==> src/rtl/frame_scorer_pkg.sv <==
// Shared frame geometry and derived widths for the column memory and scoring stages.
package frame_scorer_pkg;

    localparam int ROW       = 19;
    localparam int WIDTH     = 128;
    localparam int LOG_WIDTH = 7;
    localparam int CNT_W     = 5;
    localparam int TOT_W     = 12;

    localparam logic [TOT_W-1:0] TOT_MAX = '1;

    typedef enum logic {
        ST_IDLE  = 1'b0,
        ST_SCORE = 1'b1
    } score_state_t;

endpackage

==> src/rtl/frame_scorer_popcount.sv <==
// Purely combinational count of set bits in one column word.
module row_popcount
    import frame_scorer_pkg::*;
#(
    parameter int ROW_W     = ROW,
    parameter int CNT_WIDTH = CNT_W
) (
    input  logic [ROW_W-1:0]     row,
    output logic [CNT_WIDTH-1:0] cnt
);

    always_comb begin
        cnt = '0;
        for (int i = 0; i < ROW_W; i++) begin
            cnt = cnt + CNT_WIDTH'(row[i]);
        end
    end

endmodule

==> src/rtl/frame_scorer.sv <==
// Scores a frame of column words streamed from memory: argmax popcount column and total ones.
//
//   state    | meaning
//   ---------+-----------------------------------------------------------
//   ST_IDLE  | no frame open; next en_d=1 loads column 0 fresh
//   ST_SCORE | accumulating columns; en_d=0 publishes results and closes
module frame_scorer
    import frame_scorer_pkg::*;
#(
    parameter int ROW       = frame_scorer_pkg::ROW,
    parameter int WIDTH     = frame_scorer_pkg::WIDTH,
    parameter int LOG_WIDTH = frame_scorer_pkg::LOG_WIDTH
) (
    input  logic                 clk,
    input  logic                 rstn,
    input  logic                 en,
    input  logic [ROW-1:0]       data_in,
    output logic                 busy,
    output logic                 result_valid,
    output logic [LOG_WIDTH-1:0] best_col,
    output logic [CNT_W-1:0]     best_cnt,
    output logic [TOT_W-1:0]     total
);

    localparam int SUM_W = TOT_W + 1;

    score_state_t         state_q, state_n;
    logic                 en_d;
    logic                 load, accum, finish;
    logic [CNT_W-1:0]     pc;
    logic [LOG_WIDTH-1:0] col_idx, col_nxt;
    logic [LOG_WIDTH-1:0] acc_col;
    logic [CNT_W-1:0]     acc_cnt;
    logic [TOT_W-1:0]     acc_total;
    logic [SUM_W-1:0]     sum;

    row_popcount #(
        .ROW_W     (ROW),
        .CNT_WIDTH (CNT_W)
    ) u_popcount (
        .row (data_in),
        .cnt (pc)
    );

    // Column index follows the memory read pointer, wrapping after the last column.
    assign col_nxt = (int'(col_idx) == WIDTH - 1) ? '0 : col_idx + 1'b1;
    assign sum     = {1'b0, acc_total} + SUM_W'(pc);
    assign busy    = (state_q == ST_SCORE);

    always_ff @(posedge clk or negedge rstn) begin
        if (!rstn) begin
            state_q <= ST_IDLE;
        end else begin
            state_q <= state_n;
        end
    end

    always_comb begin
        state_n = state_q;
        load    = 1'b0;
        accum   = 1'b0;
        finish  = 1'b0;
        case (state_q)
            ST_IDLE: begin
                if (en_d) begin
                    load    = 1'b1;
                    state_n = ST_SCORE;
                end
            end
            ST_SCORE: begin
                if (en_d) begin
                    accum = 1'b1;
                end else begin
                    finish  = 1'b1;
                    state_n = ST_IDLE;
                end
            end
            default: state_n = ST_IDLE;
        endcase
    end

    always_ff @(posedge clk or negedge rstn) begin
        if (!rstn) begin
            en_d         <= 1'b0;
            result_valid <= 1'b0;
            col_idx      <= '0;
            acc_col      <= '0;
            acc_cnt      <= '0;
            acc_total    <= '0;
            best_col     <= '0;
            best_cnt     <= '0;
            total        <= '0;
        end else begin
            en_d         <= en;
            result_valid <= finish;

            if (load) begin
                col_idx   <= '0;
                acc_col   <= '0;
                acc_cnt   <= pc;
                acc_total <= TOT_W'(pc);
            end else if (accum) begin
                col_idx   <= col_nxt;
                acc_total <= sum[TOT_W] ? TOT_MAX : sum[TOT_W-1:0];
                // Strict compare keeps the earliest column on ties.
                if (pc > acc_cnt) begin
                    acc_cnt <= pc;
                    acc_col <= col_nxt;
                end
            end

            if (finish) begin
                best_col <= acc_col;
                best_cnt <= acc_cnt;
                total    <= acc_total;
            end
        end
    end

endmodule
==> config.mk <==
export PLATFORM = sky130hd
export DESIGN_NAME = frame_scorer
export DESIGN_NICKNAME = d
export VERILOG_FILES = /design/src/rtl/frame_scorer_pkg.sv /design/src/rtl/frame_scorer_popcount.sv /design/src/rtl/frame_scorer.sv
export SDC_FILE = /design/constraint.sdc
export NUM_CORES = 1
export LEC_CHECK = 0
export CORE_UTILIZATION = 30
export DETAILED_ROUTE_END_ITERATION = 10
export SYNTH_ARGS = -nofsm -noshare
export SYNTH_HDL_FRONTEND = slang
export SYNTH_SLANG_ARGS = --single-unit
==> constraint.sdc <==
create_clock -name clk -period 2.4 [get_ports clk]
set_clock_uncertainty 0.2 [all_clocks]
set_input_delay 0.36 -clock clk [delete_from_list [all_inputs] [get_ports clk]]
set_output_delay 0.36 -clock clk [all_outputs]
set_load 0.02 [all_outputs]
-- After elaboration in Yosys (flattened, before gate mapping)
Cells that the tools add are included.
- register bits: 58
- bits of input ports: 22
- output and inout bits: 26
- logic and storage cells: 52
- add/subtract/negate cells: 20
- magnitude comparators: 1
- equal/unequal tests: 1
- multiplexer cells: 17
- reductions and logical operators: 3
- operators by type and width (kind ; number):
    $add A5 B1 Y5 ; 17
    $mux W7 ; 6
    $mux W12 ; 3
    $mux W5 ; 3
    $add A12 B5 Y13 ; 1
    $add A7 B1 Y7 const B ; 1
    $eq A7 B1 Y1 const B ; 1
    $gt A5 B5 Y1 ; 1
    $mux W1 ; 5
    $reduce_bool A2 Y1 ; 2
    $add A1 B1 Y2 ; 1
    $reduce_and A2 Y1 ; 1

-- Logic depth before layout (Yosys ltp)
Gate-level depths: netlist (run 1).
- depth in word-level cells: 22
- depth in mapped cells: 21
- mapped depth without buffers: 20

-- Hierarchy
Synthesis (run 1) repeated with hierarchy kept, for this count alone.
- cells, all modules: 302
- area, all modules: 3291.9 um2
- by module, submodules not included (module ; times used ; cells an instance ; area each (um2)):
    frame_scorer ; 1 ; 248 ; 2793.9
    row_popcount ; 1 ; 54 ; 498.0

-- Worst setup path after synthesis (run 1)
Ideal clock, no wire load.
- kind: input to register
- start: input port data_in[0]
- end: register acc_cnt[0]
- library setup time: 0.125 ns
- arrival: 5.345 ns
- slack: -3.270 ns
- stages: 20
- path buffers: 0
- cell sequence: ha_1 > inv_1 > fa_1 > inv_1 > fa_1 > fa_1 > inv_1 > fa_1 > fa_1 > inv_1 > ha_1 > fa_1 > a21o_1 > a21o_1 > ha_1 > nand3_1 > o21ai_0 > a31oi_4 > nor2_4 > mux2_2
- word-level cells in the longest chain between the ends: 21
- elaborated cells on any way between the ends: 24
- those cells by class: add/sub (18); order compare (1); mux (3); reduce/logical (2)
- ends and longest elaborated chain (item ; RTL line ; RTL):
    start, declared ; frame_scorer.sv:17 ; input logic [ROW-1:0] data_in,
    $add A1 B1 Y2 ; frame_scorer_popcount.sv:15 ; cnt = cnt + CNT_WIDTH'(row[i]);
    $add A5 B1 Y5 (17 in a row) ; frame_scorer_popcount.sv:15 ;
    via pc[4] ; frame_scorer.sv:30 ; logic [CNT_W-1:0] pc;
    $gt A5 B5 Y1 ; frame_scorer.sv:106 ; if (pc > acc_cnt) begin
    $reduce_bool A2 Y1 (no line) ; n/a ;
    $reduce_and A2 Y1 (no line) ; n/a ;
    end signal, assigned ; frame_scorer.sv:100 ; acc_cnt <= pc;
    end signal, assigned ; frame_scorer.sv:107 ; acc_cnt <= pc;
    end, declared ; frame_scorer.sv:33 ; logic [CNT_W-1:0] acc_cnt;
The timed path passes the listed nets, and every way through them passes these cells. The select of a mux whose other input is x is not followed.
A chain may end at the register's enable or synchronous reset.

-- Worst setup path in the final report (run 1)
- start: input port data_in[0]
- end: register acc_total[8]
- word-level cells in the longest chain between the ends: 22
- ends and longest elaborated chain (item ; RTL line ; RTL):
    $add A1 B1 Y2 ; frame_scorer_popcount.sv:15 ;
    $add A5 B1 Y5 (17 in a row) ; frame_scorer_popcount.sv:15 ;
    via pc[3] ; frame_scorer.sv:30 ;
    $add A12 B5 Y13 ; frame_scorer.sv:47 ; assign sum = {1'b0, acc_total} + SUM_W'(pc);
    $mux W12 ; frame_scorer.sv:104 ; acc_total <= sum[TOT_W] ? TOT_MAX : sum[TOT_W-1:0];
    $mux W12 ; frame_scorer.sv:102 ; end else if (accum) begin
    $mux W12 ; frame_scorer.sv:97 ; if (load) begin
    end signal, assigned ; frame_scorer.sv:101 ; acc_total <= TOT_W'(pc);
    end signal, assigned ; frame_scorer.sv:104 ;
    end, declared ; frame_scorer.sv:34 ; logic [TOT_W-1:0] acc_total;
The timed path passes the listed nets, and every way through them passes these cells. The select of a mux whose other input is x is not followed.

==> impl_metrics.ini, run 1 <==
[run_status]
run_status = finished, violations left
failed_checks = negative setup slack

[setup_path]
r2r_slack_ns = 0.23
r2r-start = acc_total[3]$_DFFE_PN0P_
r2r-end = acc_total[8]$_DFFE_PN0P_
crit_type = primary input to flip-flop
worstSetupEndpointType = flip-flop
path_max_fanout = 5
crit_path_start_kind = primary input
crit_required_ns = 2.47
ff2ff_path_depth = 8
cp.arrival_ns = 5.50

[global_route]
grt_max_degree = 38
grt_pass1_wl_um = 12100
gr-total-overflow = 0
track_usage_pct = 13.6
antenna_found_initial = 0
grt_pass1_vias = 2487

[routing]
drtPass1Iterations = 4
ant_nets = 0
vias_per_cell = 4.71
routed_wl_um = 7290
vias = 2495
wl_per_cell_um = 13.7
drcViolationCount = 0
drtIter0Drc = 56

[sta]
drv_slew = 0
max_freq_mhz = 184
setup_violations = 24
min_period_ns = 5.43
finalCritPeriodShare_pct = 226
finalHoldViolCount = 0
rsz0062_at_grt = true
worst_pin_slew_ns = 0.539
slew-limit-headroom_pct = 64.1
worst_slack_ns = -3.03

[worst_hold_path]
holdPathStages = 1
worstHoldEndpoint = en_d$_DFF_PN0_
min_path_type = primary input to flip-flop
holdCritStartpoint = en

[floorplanning]
die_area_mm2 = 0.0115
start_util_pct = 31.5
core_area_mm2 = 0.0105
fp.dieH_um = 107
die_w_um = 107
row_count = 37
ios = 48

[placement]
dp_hpwl_um = 5130
place_ws_ns = -3.79
io_buffers = 47
placed_cell_area_mm2 = 0.00419
place_congestion = 0.899

[yosys]
synth_top_cell_by_area = dfrtp_1
synth_seq_cells = 58
ys_warn_count = 0
synth_async_sr_flop_share_pct = 100
synth_top_area_share_pct = 43.9
synth-seq-area-share_pct = 43.9
synth.avg_cell_area_um2 = 11.1
yosysMostFrequentCell = dfrtp_1
syn_area_mm2 = 0.00331
synth_cells = 298
synth_area_leaders = dfrtp_1, ha_1, fa_1
synth_nets = 354
ys_types = 47
ys_top_cells_by_count = dfrtp_1, inv_1, nand2_1
ys.flop_type = dfrtp_1
synth_edf_count = 0

[clock_network]
cts-root-buf = clkbuf_8
insertion_delay_ns = 0.34
cts.htree.levels = 3
cts-buffers-inserted = 9
clk_pin_slew_ns = 0.06
clock_path_buffers = 2
cts_sinks = 58
cts_tree = done

[final_layout]
layout-drive-gt1-share_pct = 34.0
regArea_mm2 = 0.00145
area_growth_pct = 43.5
multiInputGateArea_mm2 = 0.00194
finalInstanceArea_mm2 = 0.00475
final_nets = 445
n_antenna_cell = 0
fillers = 1002

[job]
cap_violations = 0
cells in the final DEF, fill, tap and decap left out, types with 7 or more instances in the layout:
cell type and count:
o21ai_0 17, fa_1 11, buf_6 9, clkdlybuf4s50_1 37, nor2_1 9, ha_1 14
nand2_1 25, dlygate4sd2_1 7, inv_1 31, clkbuf_8 12, buf_4 31, dfrtp_1 58
mux2_2 19
sequential cells by signal (all words and copies together) (netlist names):
| register | flops |
|---|---|
| acc_cnt | 5 |
| col_idx | 7 |
| busy | 1 |
| acc_col | 7 |
| en_d | 1 |
| best_cnt | 5 |
| total | 12 |
| best_col | 7 |
| acc_total | 12 |
| result_valid | 1 |
critical path, cell delays in order:
cell and delay [ns]:
buf_6 0.09, ha_4 0.25, inv_2 0.03, fa_1 0.49, inv_2 0.04, fa_1 0.47
fa_1 0.51, inv_1 0.05, fa_1 0.45, fa_1 0.49, inv_1 0.04, ha_2 0.17
buf_4 0.13, a21o_1 0.16, a21oi_2 0.19, xnor2_2 0.16, ha_1 0.36, a21oi_4 0.08
buf_4 0.13, buf_4 0.12, o221a_4 0.26, nor2_4 0.15, and3_4 0.20, a2bb2oi_2 0.12
cell families after synthesis:
logic type	share of synthesized area, %
multiplexers	8.62
XOR/XNOR	2.38
AO/OA/AOI/OAI	13.4
AND/OR/NAND/NOR	10.1
adder cells (fa/ha/maj)	15.8
buffers and inverters	5.78
flip-flops	43.9
worst max path at each step:
stage / from / end / slack (ns)
floorplan: data_in[1] / acc_cnt[0]$_DFFE_PN0P_ / -3.03
global placement: data_in[0] / acc_total[1]$_DFFE_PN0P_ / -3.74
detailed placement: data_in[1] / acc_total[1]$_DFFE_PN0P_ / -3.79
CTS: data_in[0] / acc_cnt[2]$_DFFE_PN0P_ / -3.08
global route: data_in[0] / acc_total[8]$_DFFE_PN0P_ / -3.21
finish: data_in[0] / acc_total[8]$_DFFE_PN0P_ / -3.03
repair_timing:
item | 4_1_cts | 5_1_grt
gates resized for setup | 37 | 26
endpoints found under the setup margin | 24 | 24
pin swaps | 33 | 36
hold buffers | 1 | 0
buffers inserted | 4 | 9
gates cloned | 0 | 1
endpoints found under the hold margin | 21 | 0
metal layers:
| layer | global-route usage [%] | part of all wire, % |
|---|---|---|
| met5 | 0 | 0 |
| met2 | 21.5 | 51 |
| met1 | 17.9 | 44 |
| met3 | 3.83 | 3.3 |
| met4 | 4.50 | 1.4 |
stage by stage:
step           instances  util, %  setup TNS (ns)  hold slack, ns
6_report             530     45.2          -71.06           0.266
5_1_grt              530     45.2          -75.24           0.265
4_1_cts              520     42.9          -72.24           0.256
3_5_place_dp         499     39.9          -88.65           0.180
3_3_place_gp         499     39.9          -87.86           0.175
2_1_floorplan        298        -          -70.82          -0.136
area by class of cell:
cell class                 instances  share of cell area (%)
clock inverter                     2                   0.211
inverter                          36                    2.85
sequential                        58                    30.6
timing repair buffer              90                    18.2
multi-input combinational        194                    40.9
tap                              136                    3.58
clock buffer                      14                    3.64
Power of run 1 is left out: the tool's default activity adds up to more than one toggle a clock period on the data nets, which glitch-free logic cannot reach.
==> inputs of run 2 (changes only) <==
--- a/config.mk
+++ b/config.mk
@@ -7,6 +7,7 @@
 export LEC_CHECK = 0
 export CORE_UTILIZATION = 30
 export DETAILED_ROUTE_END_ITERATION = 10
+export PLACE_DENSITY = 0.59
 export SYNTH_ARGS = -nofsm -noshare
 export SYNTH_HDL_FRONTEND = slang
 export SYNTH_SLANG_ARGS = --single-unit
==> run 2 against run 1 <==
Cell count shrank 1.7%. The run still ends with negative setup slack left. Non-clock buffer count shrank 8. First-iteration DRC count shrank 30%. Via count grew 0.84%. Critical path type unchanged. Maximum frequency grew 0.22%. Largest cell class unchanged. Worst hold slack lost 0.018 ns. Core utilization shrank 0.51 points. Flip-flop and latch count is the same. Sequential share of layout area grew 0.35 points. Die area is the same. Critical endpoint is now acc_total[11]$_DFFE_PN0P_. Critical path depth shrank 2.
==> impl_metrics.ini, run 2 (synthesized netlist as in run 1, its figures left out) <==
[run_status]
run_status = finished, violations left
failed_checks = negative setup slack

[sta]
finalCritPeriodShare_pct = 226
worst_pin_slew_ns = 0.558
setup_violations = 24
drv_slew = 0
min_period_ns = 5.42
rsz0062_at_grt = true
finalHoldViolCount = 0
slew-limit-headroom_pct = 62.8
worst_slack_ns = -3.02
tns_ns = -70.24
max_freq_mhz = 184

[routing]
wl_per_cell_um = 14.1
drcViolationCount = 0
ant_nets = 0
vias = 2516
drtIter0Drc = 39
drtPass1Iterations = 4
routed_wl_um = 7360
vias_per_cell = 4.83

[setup_path]
r2r-start = acc_total[3]$_DFFE_PN0P_
crit_top_cell = fa_1
crit_type = primary input to flip-flop
cp_top_family = adder cells
ff2ff_path_depth = 6
critical_path.max_stage_delay_ns = 0.52
critPathBufInv = 6
r2r_slack_ns = 0.28
cp.arrival_ns = 5.42
cp.depth = 22
r2r-end = acc_total[11]$_DFFE_PN0P_
path_max_fanout = 4
path_cells = buf_6, ha_4, inv_2, fa_1, inv_2, fa_1, fa_1, inv_1, fa_1, fa_1, inv_2, ha_4, fa_2, a21o_1, a21o_4, buf_12, ha_4, a211o_1, a31oi_4, nor4_4, a31oi_1, a311oi_1
crit_required_ns = 2.39
worstSetupEndpointType = flip-flop
cp_slowest_cell = fa_1
crit_path_start_kind = primary input
startpoint = data_in[0]

[final_layout]
final_core_util_pct = 44.7
final_cell_mix = dfrtp_1, clkdlybuf4s50_1, inv_1
finalInstanceArea_mm2 = 0.00470
area_growth_pct = 41.9
final_nets = 437
layout_commonest_cell = dfrtp_1
layout-drive-gt1-share_pct = 30.9
top_regs = acc_total: 12 flops, total: 12 flops
n_antenna_cell = 0
fillers = 957

[worst_hold_path]
min_path_type = primary input to flip-flop
holdCritStartpoint = en
worstHoldEndpoint = en_d$_DFF_PN0_
holdPathStages = 1

[floorplanning]
fp.dieH_um = 107
start_util_pct = 31.5
row_count = 37
core_area_mm2 = 0.0105
die_area_mm2 = 0.0115
die_w_um = 107
ios = 48

[placement]
place_ws_ns = -3.83
dp_hpwl_um = 5080
placed_cell_area_mm2 = 0.00419
io_buffers = 47
place_congestion = 0.879

[clock_network]
insertion_delay_ns = 0.34
cts_tree = done
cts-buffers-inserted = 9
cts.htree.levels = 3
cts-root-buf = clkbuf_8
cts_sinks = 58
clk_pin_slew_ns = 0.07
clock_path_buffers = 2

[global_route]
grt_max_degree = 38
grt_pass1_vias = 2549
grt_pass1_wl_um = 12400
antenna_found_initial = 0
track_usage_pct = 14.0
gr-total-overflow = 0

[job]
cap_violations = 0
## run 2: cell count changes in the layout (fill, tap and decap cells not counted), sizes merged
| cell | delta |
|---|---|
| buf | -7 |
| clkinvlp | +1 |
| clkbuf | -4 |
| bufinv | +1 |
## run 2: area by class of cell
| class | count | area [µm²] | area share (%) |
|---|---|---|---|
| Clock inverter | 4 | 51.3 | 1.09 |
| Sequential cell | 58 | 1450 | 30.9 |
| Timing Repair Buffer | 82 | 806 | 17.2 |
| Clock buffer | 11 | 151 | 3.22 |
| Inverter | 36 | 135 | 2.88 |
| Multi-Input combinational cell | 194 | 1930 | 41.1 |
| Tap cell | 136 | 170 | 3.62 |
## run 2: repair_timing
item / 4_1_cts / 5_1_grt
endpoints found under the setup margin: 24 / 24
pin swaps: 35 / 22
hold endpoints to repair: 21 / 0
setup buffers: 4 / 4
hold buffers: 1 / 0
gates resized for setup: 39 / 17
## run 2: worst max-delay path by stage
stage | end | slack, ns
2_1_floorplan | acc_cnt[0]$_DFFE_PN0P_ | -3.03
3_3_place_gp | acc_total[2]$_DFFE_PN0P_ | -3.73
3_5_place_dp | acc_total[5]$_DFFE_PN0P_ | -3.83
4_1_cts | acc_cnt[2]$_DFFE_PN0P_ | -3.07
5_1_grt | acc_total[11]$_DFFE_PN0P_ | -3.16
6_report | acc_total[11]$_DFFE_PN0P_ | -3.02
## run 2: layer usage
| layer | wire length [µm] | vias up | GRT usage, % |
|---|---|---|---|
| met5 | 0 | - | 0 |
| met4 | 130 | 0 | 5.58 |
| li1 | - | 1195 | - |
| met2 | 3730 | 42 | 22.3 |
| met3 | 230 | 12 | 3.83 |
| met1 | 3270 | 1267 | 18.0 |
## run 2: worst reg2reg max path: stages, from the launching register on
cell      delay [ns]
dfrtp_1         0.45
ha_4            0.32
buf_4           0.12
a31oi_4         0.12
nor4_4          0.38
a31oi_1         0.15
a311oi_1        0.28
## run 2: through the flow
stage	hold WS (ns)	cells
after floorplan	-0.136	298
after global placement	0.182	497
after detailed placement	0.189	497
after CTS	0.240	517
after global routing	0.269	521
final	0.249	521
Power of run 2 is left out for the same reason.
==> inputs of run 3 (changes only) <==
--- a/config.mk
+++ b/config.mk
@@ -5,9 +5,9 @@
 export SDC_FILE = /design/constraint.sdc
 export NUM_CORES = 1
 export LEC_CHECK = 0
-export CORE_UTILIZATION = 30
+export CORE_UTILIZATION = 35
 export DETAILED_ROUTE_END_ITERATION = 10
-export PLACE_DENSITY = 0.59
+export PLACE_DENSITY = 0.65
 export SYNTH_ARGS = -nofsm -noshare
 export SYNTH_HDL_FRONTEND = slang
 export SYNTH_SLANG_ARGS = --single-unit
==> run 3 against run 2 <==
The run still ends with negative setup slack left. Final area is 3.3% higher. Non-clock buffer count is 8 higher. Critical path type unchanged. Critical endpoint is now acc_cnt[2]$_DFFE_PN0P_. Flip-flop and latch count stayed put. First-iteration DRC count is 85% higher. Die area is 14% lower. Maximum frequency is 0.51% lower. Wire length is 2.5% higher. Core utilization is 8.1 points higher. Worst hold slack better by 0.019 ns. Setup slack worse by 0.028 ns.
==> impl_metrics.ini, run 3 (synthesized netlist as in run 1, its figures left out) <==
[clock_network]
clk_pin_slew_ns = 0.06
clock_path_buffers = 2
cts-root-buf = clkbuf_8
cts.htree.levels = 3
insertion_delay_ns = 0.34
cts_tree = done
cts-buffers-inserted = 9
cts_sinks = 58

[global_route]
grt_pass1_wl_um = 12100
antenna_found_initial = 0
grt_pass1_vias = 2551
grt_max_degree = 21
track_usage_pct = 15.8
gr-total-overflow = 0

[job]
cap_violations = 0

[setup_path]
crit_path_start_kind = primary input
crit_type = primary input to flip-flop
worstSetupEndpointType = flip-flop
cp.arrival_ns = 5.47
path_max_fanout = 5
r2r_slack_ns = 0.25
crit_required_ns = 2.42

[sta]
slew-limit-headroom_pct = 58.9
worst_pin_slew_ns = 0.616
finalHoldViolCount = 0
max_freq_mhz = 183
worst_slack_ns = -3.05
drv_slew = 0
min_period_ns = 5.45
finalCritPeriodShare_pct = 227
setup_violations = 24
rsz0062_at_grt = true

[floorplanning]
fp.dieH_um = 99.2
core_area_mm2 = 0.00920
ios = 48
die_w_um = 99.2
row_count = 35
die_area_mm2 = 0.00985
start_util_pct = 36.0

[placement]
io_buffers = 47
dp_hpwl_um = 5100
placed_cell_area_mm2 = 0.00415
place_congestion = 0.888
dpl.cell_count = 474

[routing]
top_layer_used = met4
drtPass1Iterations = 4
vias_per_cell = 5.04
vias = 2547
routed-wl-met3_um = 248
drcViolationCount = 0
routed_wl_um = 7540
drtIter0Drc = 72
met1_length_um = 3260
wl_per_cell_um = 14.9
dr_wl_met2_um = 3920
ant_nets = 0

[run_status]
run_status = finished, violations left
failed_checks = negative setup slack

[final_layout]
final_core_util_pct = 52.7
top_regs = acc_total: 12 flops, total: 12 flops
final_nets = 445
final_cell_mix = dfrtp_1, clkdlybuf4s50_1, buf_4
layout_commonest_cell = dfrtp_1
fillers = 812
stdcell_count = 505
n_antenna_cell = 0
finalInstanceArea_mm2 = 0.00485
area_growth_pct = 46.6
layout-drive-gt1-share_pct = 35.3

[worst_hold_path]
min_path_type = primary input to flip-flop
run 3: routing by layer:
layer / vias up / track usage, %
li1: 1212 / -
met1: 1277 / 19.9
met2: 48 / 26.7
met3: 10 / 3.02
met4: 0 / 6.79
met5: - / 0
run 3: timing repair:
action | in CTS | in global routing
setup buffers | 11 | 4
endpoints found under the setup margin | 24 | 24
resized for setup | 51 | 27
hold endpoints to repair | 18 | 0
gates cloned | 1 | 0
pin swaps | 41 | 35
hold buffers | 1 | 0
run 3: worst paths after layout:
kind,start,endpoint,cells after the start
setup / recovery,data_in[0],acc_cnt[2]$_DFFE_PN0P_,21
hold / removal,en,en_d$_DFF_PN0_,1
setup reg to reg,acc_total[0]$_DFFE_PN0P_,acc_total[8]$_DFFE_PN0P_,8
hold reg to reg,best_cnt[2]$_DFFE_PN0P_,best_cnt[2]$_DFFE_PN0P_,2
max in group asynchronous,rstn,acc_col[1]$_DFFE_PN0P_,3
min in group asynchronous,rstn,total[7]$_DFFE_PN0P_,2
run 3: per-stage QoR:
step | setup TNS [ns] | setup WS, ns | hold slack, ns
after global placement | -87.66 | -3.69 | 0.135
after detailed placement | -89.28 | -3.77 | 0.139
after global routing | -74.69 | -3.20 | 0.259
final | -70.75 | -3.05 | 0.267
after CTS | -72.62 | -3.13 | 0.252
after floorplan | -70.82 | -3.03 | -0.136
run 3: worst max-delay path: stages:
cell	delay (ns)
buf_6	0.09
ha_4	0.25
inv_2	0.03
fa_1	0.48
inv_1	0.05
fa_1	0.47
fa_1	0.51
inv_1	0.05
fa_1	0.45
fa_1	0.51
inv_2	0.05
ha_4	0.15
fa_2	0.34
a21o_1	0.17
a21o_4	0.22
ha_4	0.23
buf_4	0.15
a21oi_4	0.17
a31oi_4	0.14
nor2_4	0.25
mux2_4	0.32
run 3: layout make-up:
| type | instances | area [µm²] | area share, % |
|---|---|---|---|
| Multi-Input combinational cell | 194 | 2060 | 42.6 |
| Sequential cell | 58 | 1450 | 29.9 |
| Timing Repair Buffer | 90 | 828 | 17.1 |
| Tap cell | 111 | 139 | 2.86 |
| Inverter | 36 | 135 | 2.79 |
| Clock buffer | 10 | 128 | 2.63 |
| Clock inverter | 6 | 105 | 2.17 |
Power of run 3 is left out for the same reason.
